==> config.mk <==
export PLATFORM = sky130hd
export DESIGN_NAME = rx_frame_decoder
export DESIGN_NICKNAME = d
export VERILOG_FILES = /design/src/rtl/rx_frame_decoder.sv
export SDC_FILE = /design/constraint.sdc
export NUM_CORES = 1
export LEC_CHECK = 0
export BUFFER_PORTS_ARGS = -buffer_cell sky130_fd_sc_hd__buf_2
export CORE_MARGIN = 8
export CORE_UTILIZATION = 58
export CTS_CLUSTER_DIAMETER = 80
export CTS_CLUSTER_SIZE = 24
export DETAILED_ROUTE_END_ITERATION = 8
export GPL_ROUTABILITY_DRIVEN = 1
export MAX_ROUTING_LAYER = met4
export PLACE_DENSITY = 0.76
export SLEW_MARGIN = 40
export SYNTH_ARGS = -nofsm -noshare
export SYNTH_HDL_FRONTEND = slang
export SYNTH_SLANG_ARGS = --single-unit
export TNS_END_PERCENT = 1
==> constraint.sdc <==
create_clock -name clk -period 4 [get_ports clk]
set_input_delay 0.6 -clock clk [delete_from_list [all_inputs] [get_ports clk]]
set_output_delay 0.6 -clock clk [all_outputs]
set_load 0.02 [all_outputs]
==> src/rtl/rx_frame_decoder.sv <==
// Frame decoder behind the UART receiver: SECDED-decodes Hamming(8,4) bytes into a command FIFO.
// Optional saturating error counters are enabled with `define RX_ERR_CNT_EN.
module rx_frame_decoder #(
    parameter int FIFO_DEPTH = 4,
    parameter int CNT_WIDTH  = 8
) (
    input  logic                 clk,
    input  logic                 reset,
    input  logic [7:0]           rx_data,
    input  logic                 rx_done,
    input  logic                 rx_parity_err,
    output logic [3:0]           m_data,
    output logic                 m_corrected,
    output logic                 m_valid,
    input  logic                 m_ready,
    output logic                 drop_parity,
    output logic                 drop_ecc,
    output logic                 drop_ovf
`ifdef RX_ERR_CNT_EN
    ,
    output logic [CNT_WIDTH-1:0] err_cnt_par,
    output logic [CNT_WIDTH-1:0] err_cnt_ecc,
    output logic [CNT_WIDTH-1:0] err_cnt_cor
`endif
);

    localparam int AW = $clog2(FIFO_DEPTH);
    localparam int PW = AW + 1;

    logic         rx_done_q;
    logic         armed;
    logic         new_frame;
    logic         cap_valid;
    logic         cap_par;
    logic [7:0]   cap_data;

    // armed holds off edge detection for one cycle after reset release so that
    // an rx_done level already high at release is not taken as a new frame.
    assign new_frame = armed & rx_done & ~rx_done_q;

    always_ff @(posedge clk or negedge reset) begin
        if (!reset) begin
            rx_done_q <= 1'b0;
            armed     <= 1'b0;
            cap_valid <= 1'b0;
            cap_par   <= 1'b0;
            cap_data  <= 8'h00;
        end else begin
            rx_done_q <= rx_done;
            armed     <= 1'b1;
            cap_valid <= new_frame;
            if (new_frame) begin
                cap_data <= rx_data;
                cap_par  <= rx_parity_err;
            end
        end
    end

    logic [2:0]   syn;
    logic         par_all;
    logic [7:0]   flip_mask;
    logic [7:0]   fixed;
    logic [3:0]   dec_nibble;
    logic         dec_uncorr;
    logic         dec_corr;

    assign syn[0]  = cap_data[0] ^ cap_data[2] ^ cap_data[4] ^ cap_data[6];
    assign syn[1]  = cap_data[1] ^ cap_data[2] ^ cap_data[5] ^ cap_data[6];
    assign syn[2]  = cap_data[3] ^ cap_data[4] ^ cap_data[5] ^ cap_data[6];
    assign par_all = ^cap_data;

    always_comb begin
        flip_mask = 8'h00;
        if ((syn != 3'd0) && par_all) begin
            flip_mask[syn - 3'd1] = 1'b1;
        end
    end

    // Overall parity set means a single flip; with syndrome 0 that flip was p0 itself.
    assign fixed      = cap_data ^ flip_mask;
    assign dec_nibble = {fixed[6], fixed[5], fixed[4], fixed[2]};
    assign dec_uncorr = (syn != 3'd0) && !par_all;
    assign dec_corr   = par_all;

    logic [4:0]    mem [FIFO_DEPTH];
    logic [PW-1:0] wr_ptr;
    logic [PW-1:0] rd_ptr;
    logic          full;
    logic          empty;
    logic          pop;
    logic          frame_ok;
    logic          wr_en;
    logic          ovf;
    logic [4:0]    head;

    assign empty    = (wr_ptr == rd_ptr);
    assign full     = (wr_ptr[PW-1] != rd_ptr[PW-1]) && (wr_ptr[AW-1:0] == rd_ptr[AW-1:0]);
    assign pop      = m_valid & m_ready;
    assign frame_ok = cap_valid & ~cap_par & ~dec_uncorr;
    assign wr_en    = frame_ok & (~full | pop);
    assign ovf      = frame_ok & full & ~pop;

    always_ff @(posedge clk or negedge reset) begin
        if (!reset) begin
            for (int i = 0; i < FIFO_DEPTH; i++) begin
                mem[i] <= 5'd0;
            end
            wr_ptr <= '0;
            rd_ptr <= '0;
        end else begin
            if (wr_en) begin
                mem[wr_ptr[AW-1:0]] <= {dec_corr, dec_nibble};
                wr_ptr              <= wr_ptr + 1'b1;
            end
            if (pop) begin
                rd_ptr <= rd_ptr + 1'b1;
            end
        end
    end

    assign head        = mem[rd_ptr[AW-1:0]];
    assign m_valid     = ~empty;
    assign m_data      = m_valid ? head[3:0] : 4'h0;
    assign m_corrected = m_valid & head[4];

    always_ff @(posedge clk or negedge reset) begin
        if (!reset) begin
            drop_parity <= 1'b0;
            drop_ecc    <= 1'b0;
            drop_ovf    <= 1'b0;
        end else begin
            drop_parity <= cap_valid & cap_par;
            drop_ecc    <= cap_valid & ~cap_par & dec_uncorr;
            drop_ovf    <= ovf;
        end
    end

`ifdef RX_ERR_CNT_EN
    localparam logic [CNT_WIDTH-1:0] CNT_MAX = '1;

    always_ff @(posedge clk or negedge reset) begin
        if (!reset) begin
            err_cnt_par <= '0;
            err_cnt_ecc <= '0;
            err_cnt_cor <= '0;
        end else begin
            if (cap_valid && cap_par && (err_cnt_par != CNT_MAX)) begin
                err_cnt_par <= err_cnt_par + 1'b1;
            end
            if (cap_valid && !cap_par && dec_uncorr && (err_cnt_ecc != CNT_MAX)) begin
                err_cnt_ecc <= err_cnt_ecc + 1'b1;
            end
            if (wr_en && dec_corr && (err_cnt_cor != CNT_MAX)) begin
                err_cnt_cor <= err_cnt_cor + 1'b1;
            end
        end
    end
`endif

endmodule

==> flow_metrics.env <==
export IMPL_dr_total_vias=1322
export IMPL_cts_sinks=41
export IMPL_pin_count=22
export IMPL_drive_gt1_share_pct=31.2
export IMPL_cp_cell_sequence="xnor2_2 -> xnor2_4 -> ha_1 -> or2_2 -> a211oi_1 -> xor2_1 -> mux2_4"
export IMPL_drt_vias_per_instance=5.29
export IMPL_p_leak_uw=0.00120
export IMPL_synth_compound_area_share_pct=2.43
export IMPL_drtIter0Drc=52
export IMPL_cts_tree="built"
export IMPL_drc=0
export IMPL_start_util_pct=60.4
export IMPL_root_buffer="clkbuf_8"
export IMPL_yosys_area_share_xor_xnor_pct=11.3
export IMPL_synthFlopType="dfrtp_1"
export IMPL_cap_violations=0
export IMPL_synth_simple_area_share_pct=12.5
export IMPL_end_kind="flip-flop"
export IMPL_ys_seq_area_share_pct=46.4
export IMPL_die_w_um=77.7
export IMPL_htree_levels=2
export IMPL_setup_viol=0
export IMPL_cp_start_kind="flip-flop"
export IMPL_p_per_area_mw_per_mm2=772
export IMPL_dieHeight_um=77.7
export IMPL_r2r_cells=7
export IMPL_cts_setup_buffers=0
export IMPL_synth_mux_area_share_pct=19.6
export IMPL_dpl_hpwl_mm=3.17
export IMPL_ys_seq_elements=41
export IMPL_gp_congestion=0.818
export IMPL_slowest_delay_ns=0.44
export IMPL_rsz0062_at_grt="no"
export IMPL_portBuffers=21
export IMPL_grt_pass1_wl_mm=7.00
export IMPL_hp_class="input pin to async pin"
export IMPL_switching_power_uw=715
export IMPL_drv_slew=0
export IMPL_period_share_pct=68.2
export IMPL_r2r_slack_ns=1.27
export IMPL_synth_cell_type_count=32
export IMPL_fin_skew_ns=0.00968
export IMPL_core_sq_mm=0.00366
export IMPL_die_area_sq_mm=0.00604
export IMPL_crit_fanout=6
export IMPL_switching_share_pct=37.6
export IMPL_grt_pass1_vias=1498
export IMPL_reg2reg_to="mem[5]"
export IMPL_clkPwrFrac_pct=18.2
export IMPL_synth_avg_cell_area_sq_um=12.4
export IMPL_synth_nets=199
export IMPL_worstSetupPathType="flip-flop to flip-flop"
export IMPL_most_common_layout_cells="dfrtp_1, nand2_1, buf_2"
export IMPL_grt_max_degree=22
export IMPL_peakVddDrop_v=0.000317
export IMPL_hold_viol=0
export IMPL_layout_commonest_cell="dfrtp_1"
export IMPL_clk_latency_ns=0.30
export IMPL_p_seq_share_pct=35.4
export IMPL_detail_route_wl_per_cell_um=16.1
export IMPL_cts_hold_buffers_added=0
export IMPL_critPathRequiredTime_ns=4.23
export IMPL_dr_pass1_iters=4
export IMPL_period_minus_slack_ns=2.73
export IMPL_status="finished clean"
export IMPL_p_total_uw=1900
export IMPL_worstMarginPinSlew_ns=0.592
export IMPL_numCtsBuffers=5
export IMPL_cts_resized=0
export IMPL_path_clk_slew_ns=0.08
export IMPL_synth_fa_ha_area_share_pct=3.96
export IMPL_internal_power_uw=1190
export IMPL_clk_path_buf_depth=2
export IMPL_synth_edf_count=0
export IMPL_arrival_ns=2.96
export IMPL_critPathSlowestCell="dfrtp_1"
export IMPL_drt_wl_total_mm=4.04
export IMPL_fin_nets=221
export IMPL_rows=22
export IMPL_synthCells=179
export IMPL_yosys_warnings=0
export IMPL_grt_overflow=0
export IMPL_tns_ns=0
export IMPL_syn2layout_area_growth_pct=11.4
export IMPL_p_comb_share_pct=46.4
export IMPL_grt_antenna_before_repair=0
export IMPL_synth_top_family_by_area="multiplexers"
export IMPL_detail_route_antenna_nets=0
export IMPL_max_freq_ghz=0.367
export IMPL_worstReg2RegStart="cap_data[4]"
export IMPL_slew_headroom_pct=60.3
export IMPL_fill_cells=293
export IMPL_diodes=0
export IMPL_track_usage_pct=15.2
export IMPL_syn_cell_area_sq_mm=0.00221
export IMPL_async_reset_ff_share_pct=100
==> synth_stat cells, drive strengths merged (2+ instances only) <==
| cell | number | area [sq um] |
|---|---|---|
| a211oi | 2 | 15.0 |
| nor2 | 4 | 15.0 |
| ha | 7 | 87.6 |
| o21ai | 3 | 15.0 |
| and2 | 6 | 40.0 |
| xor2 | 6 | 52.6 |
| xnor2 | 17 | 198 |
| inv | 6 | 22.5 |
| mux2 | 21 | 312 |
| nand3 | 2 | 10.0 |
| dfrtp | 41 | 1030 |
| nor3 | 2 | 10.0 |
| buf | 5 | 48.8 |
| clkbuf | 2 | 7.51 |
| nor2b | 5 | 31.3 |
| nand3b | 2 | 15.0 |
| nand2 | 34 | 128 |
| mux4 | 5 | 113 |
==> sequential cells by signal, indices dropped and copies added, names as in the netlist, 3 cells and up <==
name,flops
cap_data,8
wr_ptr,3
rd_ptr,3
mem,20
==> power by group through the flow <==
stage                     clock network (uW)  logic, uW  registers [uW]
final                                    347        883             673
after global placement                     0        830             671
after detailed placement                   0        886             681
after CTS                                352        892             675
after floorplan                            0        732             619
after global routing                     371        969             694
==> area by class of cell <==
cell class	instances	area, sq um	share of cell area (%)
clock inverters	1	30.0	1.22
clock buffers	7	86.3	3.50
well taps	48	60.1	2.44
flip-flops and latches	41	1030	41.6
repair buffers	22	133	5.38
inverters	6	22.5	0.914
multi-input cells	125	1110	44.9
==> worst max-delay path by stage <==
stage / startpoint / to / slack, ns
floorplan: cap_data[4] / mem[0] / 1.65
global placement: cap_data[4] / mem[0] / 1.46
detailed placement: cap_data[4] / mem[10] / 1.32
CTS: cap_data[4] / mem[5] / 1.33
global route: cap_data[4] / mem[10] / 1.16
finish: cap_data[4] / mem[5] / 1.27
==> logic make-up after synthesis <==
group / after synthesis
and+or+nand+nor: 59
DFF: 41
muxes: 27
xor gates and xnor gates: 23
buffers and inverters: 13
AOI/OAI and AO/OA: 8
adders and majority gates: 7
other: 1
==> metal layers <==
layer	track usage, %	vias up	wire, um
met3	5.99	6	205
met1	15.4	649	1710
li1	-	635	-
met5	-	-	0
met4	4.72	0	38
met2	26.2	32	2080
==> worst max-delay path, delay by kind of cell, from the launching register on <==
kind	cells	cell delay, ns
flops	1	0.44
fa+ha+maj	1	0.33
xor+xnor	3	1.01
simple gates	1	0.35
compound gates	1	0.32
mux	1	0.23
==> through the flow <==
step	util (%)	setup WS (ns)	std cells	area, sq um	hold slack (ns)
after floorplan	-	1.65	179	2210	0.304
after global placement	63.4	1.46	241	2320	0.469
after detailed placement	64.1	1.32	242	2350	0.477
after CTS	67.3	1.33	250	2460	0.277
after global routing	67.3	1.16	250	2460	0.293
final	67.3	1.27	250	2460	0.264
Power figures use the tool's default switching activity.
